**src/rtl/fetch_pkg.sv**
```systemverilog
// Shared types and constants for the instruction fetch stage.
// Holds the FSM encoding, the default reset PC and the target helper.
package fetch_pkg;

  typedef enum logic [1:0] {
    S_REQ   = 2'd0,
    S_WAIT  = 2'd1,
    S_HOLD  = 2'd2,
    S_FAULT = 2'd3
  } fetch_state_e;

  localparam logic [31:0] RESET_PC_DEF = 32'h0000_0000;
  localparam logic [31:0] ILEN         = 32'd4;

  function automatic logic [31:0] br_target(
    input logic [31:0] a,
    input logic [31:0] b
  );
    return (a + b) & ~32'h1;
  endfunction

endpackage

```
**src/rtl/instr_fetch.sv**
```systemverilog
// Instruction fetch: one outstanding imem request, one held instruction,
// redirect with stale-response discard, sticky misaligned-target fault.
module instr_fetch
  import fetch_pkg::*;
#(
  parameter logic [31:0] RESET_PC = RESET_PC_DEF
) (
  input  logic        clk,
  input  logic        rst_n,
  input  logic        redirect,
  input  logic [31:0] branch_a,
  input  logic [31:0] branch_b,
  output logic        imem_req_valid,
  input  logic        imem_req_ready,
  output logic [31:0] imem_addr,
  input  logic        imem_rsp_valid,
  input  logic [31:0] imem_rsp_data,
  output logic        instr_valid,
  input  logic        instr_ready,
  output logic [31:0] instr,
  output logic [31:0] instr_addr,
  output logic        misalign_fault
);

  fetch_state_e state_q;
  logic [31:0]  pc_q;
  logic [31:0]  addr_q;
  logic [31:0]  instr_q;
  logic [31:0]  iaddr_q;
  logic         stale_q;
  logic         req_valid_q;
  logic         ivalid_q;
  logic         fault_q;

  logic [31:0]  tgt;
  logic [31:0]  pc_d;
  logic [31:0]  hold_pc_d;
  logic         bad_redir;

  assign tgt       = br_target(branch_a, branch_b);
  assign pc_d      = redirect ? tgt : pc_q;
  assign hold_pc_d = redirect ? tgt : iaddr_q + ILEN;
  assign bad_redir = redirect && tgt[1] && (state_q != S_FAULT);

  always_ff @(posedge clk or negedge rst_n) begin
    if (!rst_n) begin
      state_q     <= S_REQ;
      pc_q        <= RESET_PC;
      addr_q      <= RESET_PC;
      instr_q     <= '0;
      iaddr_q     <= '0;
      stale_q     <= 1'b0;
      req_valid_q <= 1'b0;
      ivalid_q    <= 1'b0;
      fault_q     <= 1'b0;
    end else if (bad_redir) begin
      state_q     <= S_FAULT;
      fault_q     <= 1'b1;
      req_valid_q <= 1'b0;
      ivalid_q    <= 1'b0;
      stale_q     <= 1'b0;
    end else begin
      unique case (state_q)
        S_REQ: begin
          pc_q <= pc_d;
          if (!req_valid_q) begin
            // nothing issued yet, so a redirect simply retargets
            req_valid_q <= 1'b1;
            addr_q      <= pc_d;
          end else begin
            if (redirect) stale_q <= 1'b1;
            if (imem_req_ready) begin
              req_valid_q <= 1'b0;
              state_q     <= S_WAIT;
            end
          end
        end
        S_WAIT: begin
          pc_q <= pc_d;
          if (imem_rsp_valid) begin
            if (stale_q || redirect) begin
              stale_q     <= 1'b0;
              req_valid_q <= 1'b1;
              addr_q      <= pc_d;
              state_q     <= S_REQ;
            end else begin
              instr_q  <= imem_rsp_data;
              iaddr_q  <= pc_q;
              ivalid_q <= 1'b1;
              state_q  <= S_HOLD;
            end
          end else if (redirect) begin
            stale_q <= 1'b1;
          end
        end
        S_HOLD: begin
          if (redirect || instr_ready) begin
            pc_q        <= hold_pc_d;
            addr_q      <= hold_pc_d;
            ivalid_q    <= 1'b0;
            req_valid_q <= 1'b1;
            state_q     <= S_REQ;
          end
        end
        S_FAULT: begin
        end
      endcase
    end
  end

  assign imem_req_valid = req_valid_q;
  assign imem_addr      = addr_q;
  assign instr_valid    = ivalid_q;
  assign instr          = instr_q;
  assign instr_addr     = iaddr_q;
  assign misalign_fault = fault_q;

endmodule

```
**config.mk**
```make
export PLATFORM = sky130hd
export DESIGN_NAME = instr_fetch
export DESIGN_NICKNAME = d
export VERILOG_FILES = /design/src/rtl/fetch_pkg.sv /design/src/rtl/instr_fetch.sv
export SDC_FILE = /design/constraint.sdc
export NUM_CORES = 1
export LEC_CHECK = 0
export ABC_AREA = 1
export BUFFER_PORTS_ARGS = -buffer_cell sky130_fd_sc_hd__buf_2
export CORE_ASPECT_RATIO = 0.75
export CORE_MARGIN = 4
export CORE_UTILIZATION = 35
export CTS_CLUSTER_DIAMETER = 30
export DETAILED_ROUTE_END_ITERATION = 8
export GPL_ROUTABILITY_DRIVEN = 0
export SLEW_MARGIN = 20
export SYNTH_ARGS = -nofsm -noshare
export SYNTH_HDL_FRONTEND = slang
export SYNTH_SLANG_ARGS = --single-unit
```
**constraint.sdc**
```tcl
create_clock -name clk -period 1.8 [get_ports clk]
set_input_delay 0.18 -clock clk [delete_from_list [all_inputs] [get_ports clk]]
set_output_delay 0.18 -clock clk [all_outputs]
set_load 0.02 [all_outputs]
```
### After elaboration in Yosys (flattened, before gate mapping)

Cells that the tools add are included.

| cells by class | value |
|---|---|
| add/subtract/negate cells | 2 |
| equal/unequal tests | 14 |
| multiplexer cells | 33 |
| bitwise operators | 2 |
| reductions and logical operators | 18 |

Operators with widths:

| cell | count |
|---|---|
| $mux W32 | 6 |
| $pmux W32 S3 | 1 |
| $pmux W32 S2 | 1 |
| $add A32 B3 Y32 const B | 1 |
| $add A32 B32 Y32 | 1 |
| $ne A3 B3 Y1 const B | 6 |
| $mux W1 | 15 |
| $mux W2 | 6 |
| $reduce_and A4 Y1 | 3 |
| $ne A2 B2 Y1 const B | 5 |
| $reduce_bool A3 Y1 | 3 |
| $pmux W2 S3 | 1 |
| $reduce_and A3 Y1 | 2 |
| $reduce_and A6 Y1 | 1 |
| $reduce_and A5 Y1 | 1 |
| $ne A4 B4 Y1 const B | 1 |
| $pmux W1 S2 | 2 |
| $reduce_bool A4 Y1 | 1 |
| $pmux W1 S3 | 1 |
| $eq A2 B1 Y1 const B | 1 |
| $eq A2 B2 Y1 const B | 1 |
| $logic_and A1 B1 Y1 | 2 |
| $logic_not A2 Y1 | 1 |
| $logic_or A1 B1 Y1 | 2 |
| 3 further kinds | 4 |

| storage, ports and cells | value |
|---|---|
| register bits | 134 |
| bits of input ports | 102 |
| output and inout bits | 99 |
| logic and storage cells | 78 |

### Depth between registers and ports, before layout

Gate-level depths: netlist (run 1).

| depth | value |
|---|---|
| word-level depth | 5 |
| depth in mapped cells | 16 |
| depth with buffers taken out | 16 |

### Least setup slack after synthesis (run 1)

Ideal clock, no wire load.

| path | value |
|---|---|
| kind | register to register |
| start point | register state_q[0] |
| end point | register addr_q[24] (netlist: imem_addr[24]) |
| setup time | 0.117 ns |
| arrival time | 1.769 ns |
| required time | 1.683 ns |
| slack | -0.086 ns |
| cell stages (with the launch flop) | 15 |
| buffers on the path | 2 |
| clock period less this slack | 1.886 ns |
| cells stage by stage | dfrtp_1 inv_1 ha_1 buf_4 inv_2 nor2_4 inv_4 or2_1 inv_2 nor3_4 nand2_2 inv_2 buf_2 nand2_1 nand2_1 |

| between the ends | value |
|---|---|
| longest elaborated chain between the ends | 4 |
| elaborated cells between the ends (all ways) | 13 |
| those cells by class | eq/ne: 7; mux: 1; bitwise: 1; reduce/logical: 4 |

Ends and longest elaborated chain:

| item | line | source |
|---|---|---|
| start, declared | instr_fetch.sv:25 | `fetch_state_e state_q;` |
| start signal, assigned | instr_fetch.sv:47 | `state_q <= S_REQ;` |
| start signal, assigned | instr_fetch.sv:57 | `state_q <= S_FAULT;` |
| start signal, assigned | instr_fetch.sv:74 | `state_q <= S_WAIT;` |
| parallel branches: the longest is 4 deep, another holds $reduce_and A6 Y1 | - |  |
| end signal, assigned | instr_fetch.sv:69 | `addr_q <= pc_d;` |
| end signal, assigned | instr_fetch.sv:84 | `addr_q <= pc_d;` |
| end signal, assigned | instr_fetch.sv:99 | `addr_q <= hold_pc_d;` |
| end, declared | instr_fetch.sv:27 | `logic [31:0] addr_q;` |

Parallel ways; which one is timed is not known.
A chain may end at the register's enable or synchronous reset.

### Final worst setup path (run 1)

| path | value |
|---|---|
| start point | register state_q[1] |
| end point | register pc_q[29] |

| between the ends | value |
|---|---|
| longest elaborated chain between the ends | 4 |
| elaborated cells between the ends (all ways) | 11 |
| those cells by class | eq/ne: 4; mux: 1; bitwise: 1; reduce/logical: 5 |

Ends and longest elaborated chain:

| item | line | source |
|---|---|---|
| $eq A2 B1 Y1 (tied with other cells) | instr_fetch.sv:63 | `unique case (state_q)` |
| $reduce_or A2 Y1 (no line) / $logic_and A1 B1 Y1 (equally long branches) | - |  |
| $reduce_bool A2 Y1 (no line) / $not A1 Y1 (equally long branches) | - |  |
| $reduce_and A3 Y1 (no line) | - |  |
| end signal, assigned | instr_fetch.sv:65 | `pc_q <= pc_d;` |
| end signal, assigned | instr_fetch.sv:79 | `pc_q <= pc_d;` |
| end signal, assigned | instr_fetch.sv:98 | `pc_q <= hold_pc_d;` |
| end, declared | instr_fetch.sv:26 | `logic [31:0] pc_q;` |

Several ways; a longest one is shown, not always the timed one.

==> results of run 1 <==
==> stage by stage <==
stage          worst slack, ps  util, %  std cells
2_1_floorplan           -74.19        -       1291
3_3_place_gp            -223.2    45.67       1942
3_5_place_dp            -260.5    45.67       1942
4_1_cts                 -11.42    49.91       2009
5_1_grt                 -148.5    52.57       2027
6_report                -70.75    52.57       2027
==> cells by family after synthesis <==
family,share of synthesized area (%)
fa+ha+maj,5.178
compound gates,8.785
buf+inv,9.789
simple gates,32.95
mux,4.201
xor+xnor,1.188
flops,37.91
==> cell usage after synthesis, types with 2 or more instances <==
| cell type | number | share of area, % |
|---|---|---|
| nand2_1 | 492 | 21 |
| inv_1 | 182 | 7.7 |
| dfrtp_1 | 134 | 38 |
| nor2_1 | 108 | 4.6 |
| nand3_1 | 64 | 3.6 |
| o21ai_0 | 56 | 3.2 |
| a21oi_1 | 52 | 2.9 |
| ha_1 | 35 | 5.0 |
| mux2_2 | 33 | 4.2 |
| clkbuf_1 | 14 | 0.59 |
| a31oi_1 | 12 | 0.85 |
| nor3_1 | 12 | 0.68 |
| nand4_1 | 10 | 0.71 |
| buf_2 | 9 | 0.51 |
| nand3b_1 | 9 | 0.76 |
| xor2_1 | 7 | 0.69 |
| buf_4 | 5 | 0.42 |
| inv_2 | 5 | 0.21 |
| o22ai_1 | 5 | 0.35 |
| or2_2 | 5 | 0.35 |
| xnor2_1 | 5 | 0.50 |
| nor2_2 | 4 | 0.28 |
| o21bai_1 | 4 | 0.34 |
| a22oi_1 | 3 | 0.25 |
| and2_1 | 3 | 0.21 |
| o221ai_1 | 3 | 0.30 |
| a32oi_1 | 2 | 0.20 |
| buf_1 | 2 | 0.085 |
| nor2_4 | 2 | 0.25 |
| nor3b_1 | 2 | 0.17 |
| o211ai_1 | 2 | 0.17 |
==> routing by layer <==
| layer | global-route usage, % | vias up | part of all wire, % |
|---|---|---|---|
| li1 | - | 4834 | - |
| met1 | 31.23 | 4485 | 47 |
| met2 | 31.20 | 341 | 44 |
| met3 | 4.221 | 29 | 8.1 |
| met4 | 3.625 | 0 | 1.3 |
| met5 | 0 | - | 0 |
==> path summary, 6_finish.rpt <==
check	cells past startpoint	from	end	slack [ps]
worst max-delay path	12	state_q[1]	pc_q[29]	-70
max in group asynchronous	3	rst_n	instr_addr[2]	940
min in group asynchronous	2	rst_n	imem_addr[21]	270
worst min-delay path	4	imem_rsp_valid	stale_q	100
worst min register to register	2	misalign_fault	misalign_fault	470
worst max register to register	12	state_q[1]	pc_q[29]	-70
==> area by class of cell <==
class / instances / area share (%)
multi-input combinational: 937 / 38.74
sequential: 134 / 25.66
clock buffer: 17 / 3.250
tap: 338 / 3.231
inverter: 189 / 5.649
timing repair buffer: 397 / 21.85
clock inverter: 15 / 1.615
==> power by group <==
| part | internal [uW] | switching [uW] |
|---|---|---|
| logic | 674 | 903 |
| registers | 3100 | 65.7 |
| clock network | 2350 | 1490 |
==> state kept, by name, indices dropped and copies added, names as in the netlist <==
register,flops
imem_addr,32
imem_req_valid,1
instr,32
state_q,2
pc_q,32
stale_q,1
instr_addr,32
instr_valid,1
misalign_fault,1
==> critical path, cell delays in order, from the launching register on <==
cell       delay, ps
dfrtp_1          420
ha_4             190
inv_4             60
nor2_4            40
inv_4             50
or2_4            110
inv_2             40
nor3_4           240
buf_6            230
clkinv_8         100
clkbuf_16        180
nand2_1           60
nand2_1           50
==> what timing repair did <==
action / CTS / global route
hold buffers: 33 / 0
gates cloned: 0 / 8
pin swaps: 5 / 35
endpoints found under the setup margin: 55 / 66
gates resized for setup: 20 / 146
buffers inserted: 2 / 12
endpoints found under the hold margin: 76 / 0
==> results.yml, run 1 <==
sta:
  fin_crit_sh_pct: 103.9
  setup_viol: 43
  tightestPinTransition_ps: 490.5
  fin_skew_ps: 8.007
  grt_setup_unrepaired: "true"
  hold_slack_ps: 97.58
  hold_viol_final: 0
  final_max_slew_viol_count: 0
  setup_tns_ps: -1386
  final.setup.worst_slack_ps: -70.75
  slew_headroom_pct: 67.30
  period_minus_slack_ps: 1871
  fmax_ghz: 0.5345
cts:
  clock_path_buffers: 2
  cts_tree: "yes"
  cts_buffers: 17
  clock_latency_ps: 420
  clkSinkCount: 134
  clkTransAtPathRegs_ps: 60
  htreeDepth: 4
  cts-root-buf: "clkbuf_16"
run_status:
  outcome: "complete, but fails checks"
  violations: "negative setup slack"
global_routing:
  antenna_found_initial: 0
  grt_pass1_vias: 8992
  globalRouteTotalUtil_pct: 20.74
  grt_max_degree: 50
  grt_pass1_wl_um: 46490
  grt-ovfl-total: 0
floorplan:
  die_w_um: 191.6
  die_area_um2: 27900
  row_count: 50
  die_y_um: 145.7
  core_um2: 24900
  start_util_pct: 35.52
  io_pins: 201
placed_design:
  port_buffers: 200
  place_hpwl_um: 22580
  placed_area_um2: 11370
synthesis:
  avgSynthCellArea_um2: 6.851
  postSynthCellCount: 1291
  synthesis.area_um2: 8845
  synth_ff_type: "dfrtp_1"
  synth_seq_cells: 134
  synth-async-reset-ratio_pct: 100.0
  ys_warn_count: 0
  synthesis.nets: 1429
  ys_seq_area_share_pct: 37.91
  ys_types: 41
  synth_edf_count: 0
final_layout:
  syn_to_final_growth_pct: 48.00
  layout_common_cells: "nand2_1 (438), buf_2 (199), inv_1 (177)"
  nFillCells: 2495
  multi_input_area_um2: 5071
  diodes: 0
  drive_gt1_share_pct: 32.86
  layout_commonest_cell: "nand2_1"
  nets: 1814
  area.sequential_um2: 3359
  stdcell_area_um2: 13090
detailed_routing:
  drt_iter0_markers: 732
  via_per_inst: 4.780
  wire_per_inst_um: 15.17
  vias: 9689
  first_pass_iters: 5
  wirelength_um: 30750
  ant_nets: 0
  drc: 0
power_and_ir_drop:
  total_power_uw: 8583
  power_per_cell_area_nw_per_um2: 655.7
  leakage_uw: 0.007352
  vdd_drop_max_v: 0.0007316
worst_setup_path:
  critPathLaunchType: "flop"
  endpoint_kind: "flop"
  worstPathArrival_ps: 2180
  path_max_fanout: 6
  worst-setup-path-type: "reg -> reg"
  worstPathRequired_ps: 2110
hold_path:
  hold_class: "in -> reg"
job:
  maxCapViolations: 0
Power figures use the tool's default switching activity.
==> run 2, diff against run 1 <==
REMOVE_ABC_BUFFERS = 1   (was not set)
==> run 2 against run 1 <==
Effect of this change:
- power decreased by 0.30%
- the flow still finishes with violations (negative setup slack)
- sequential share of layout area about the same
- utilization is 0.15 points lower
- global-route usage rose by 0.058 points
- clock-buffer cell count grew 1
- sequential power hardly changed
- hold slack lost 9.1 ps
==> results.yml, run 2 (synthesis results as in run 1) <==
floorplan:
  die_area_um2: 27900
  io_pins: 201
  core_um2: 24900
  start_util_pct: 35.52
  die_w_um: 191.6
  die_y_um: 145.7
  row_count: 50
final_layout:
  stdcell_count: 2027
  nFillCells: 2452
  multi_input_area_um2: 5005
  nets: 1814
  syn_to_final_growth_pct: 47.59
  drive_gt1_share_pct: 31.97
  area.sequential_um2: 3353
  diodes: 0
  layout_commonest_cell: "nand2_1"
  layout_common_cells: "nand2_1 (436), buf_2 (199), inv_1 (177)"
detailed_routing:
  vias: 9699
  via_per_inst: 4.785
  first_pass_iters: 7
  wirelength_um: 31260
  drc: 0
  ant_nets: 0
  wire_per_inst_um: 15.42
  drt_iter0_markers: 725
cts:
  htreeDepth: 4
  clkSinkCount: 134
  cts_tree: "yes"
  clock_path_buffers: 2
  clkTransAtPathRegs_ps: 60
  cts_buffers: 17
  clock_latency_ps: 430
  cts-root-buf: "clkbuf_16"
power_and_ir_drop:
  comb_power_share_pct: 18.2
  internal-power_uw: 6137
  clkPwrFrac_pct: 44.9
  p_switching_uw: 2421
  total_power_uw: 8557
  leakage_uw: 0.007369
  pwr-share-seq_pct: 37.0
  vdd_drop_max_v: 0.0006326
  p_sw_share_pct: 28.29
  power_per_cell_area_nw_per_um2: 655.5
hold_path:
  hold_class: "in -> reg"
  whs_path_depth: 4
  min-delay-start: "imem_rsp_valid"
  hold_path_end: "stale_q"
worst_setup_path:
  cp_top_family: "buffers and inverters"
  crit_path_top_delay_cell: "dfrtp_1"
  worstPathRequired_ps: 2120
  max_stage_delay_ps: 430
  path_max_fanout: 6
  critPathBufInv: 7
  worst-setup-path-type: "reg -> reg"
  reg2regPathDepth: 13
  critPathLaunchType: "flop"
  endpoint_kind: "flop"
  worstPathArrival_ps: 2200
  cp.depth: 13
  crit_chain: "ha_4, inv_4, nor2_4, inv_4, or2_4, inv_2, nor3_4, buf_6, buf_8, clkinv_8, clkbuf_16, nand2_2, nand2_2"
  rrSetupSlack_ps: -90
  rr_endpoint: "pc_q[30]"
  rr_startpoint: "state_q[1]"
sta:
  final.setup.worst_slack_ps: -87.22
  setup_tns_ps: -1294
  fmax_ghz: 0.5299
  fin_crit_sh_pct: 104.8
  grt_setup_unrepaired: "true"
  slew_headroom_pct: 71.22
  final_max_slew_viol_count: 0
  tightestPinTransition_ps: 431.7
  fin_skew_ps: 10.75
  hold_viol_final: 0
  period_minus_slack_ps: 1887
  setup_viol: 30
placed_design:
  port_buffers: 200
  place_hpwl_um: 22490
  numPlacedInstances: 1932
global_routing:
  grt_pass1_vias: 9139
  use_met3_pct: 3.405
  grt_max_degree: 53
  antenna_found_initial: 0
  grt-ovfl-total: 0
  globalRouteTotalUtil_pct: 20.80
  busiest_layer: "met1"
  grt_pass1_wl_um: 46690
  grtUsageMet2_pct: 30.86
  grtUsageMet1_pct: 31.77
run_status:
  violations: "negative setup slack"
  outcome: "complete, but fails checks"
job:
  maxCapViolations: 0
-- run 2: through the flow --
step / hold WS (ps) / setup slack, ps / area (um2) / utilization [%]
6_report: 88.48 / -87.22 / 13050 / 52.43
5_1_grt: 94.47 / -165.5 / 13050 / 52.43
4_1_cts: 68.69 / -46.70 / 12350 / 49.61
3_5_place_dp: 122.5 / -290.7 / 11280 / 45.29
3_3_place_gp: 124.6 / -287.0 / 11280 / 45.29
2_1_floorplan: -115.6 / -1509 / 8691 / -
-- run 2: worst max-delay path by stage --
stage                    endpoint          start
floorplan                instr[0]     state_q[1]
global placement    imem_addr[10]    branch_a[9]
detailed placement       pc_q[15]    branch_a[1]
CTS                 imem_addr[22]  instr_addr[2]
global route        imem_addr[26]  instr_addr[2]
finish                   pc_q[30]     state_q[1]
-- run 2: worst register-to-register path: stages, from the launching register on --
cell,delay (ps)
dfrtp_1,430
ha_4,190
inv_4,50
nor2_4,40
inv_4,50
or2_4,110
inv_2,40
nor3_4,220
buf_6,150
buf_8,130
clkinv_8,90
clkbuf_16,190
nand2_2,70
nand2_2,40
-- run 2: area by class of cell --
type	instances	area share, %
clock buffer	18	3.364
inverter	189	5.626
sequential	134	25.69
timing repair buffer	397	22.23
multi-input combinational	937	38.34
tap	338	3.240
clock inverter	14	1.514
-- run 2: power by group through the flow --
stage | registers, uW | clock network, uW | logic, uW
after CTS | 3150 | 3920 | 1510
final | 3160 | 3840 | 1550
after floorplan | 3190 | 0 | 797
after global routing | 3170 | 4040 | 1760
after detailed placement | 3210 | 0 | 1440
after global placement | 3200 | 0 | 1430
-- run 2: layer usage --
layer | part of all wire, % | up-vias
met1 | 47 | 4452
li1 | - | 4844
met2 | 42 | 362
met3 | 8.7 | 41
met4 | 1.7 | 0
met5 | 0 | -
-- run 2: what timing repair did --
item,4_1_cts,5_1_grt
gates cloned,1,7
hold buffers,33,0
endpoints found under the hold margin,70,0
resized for setup,17,135
endpoints found under the setup margin,33,63
pin swaps,7,52
buffers inserted,4,18
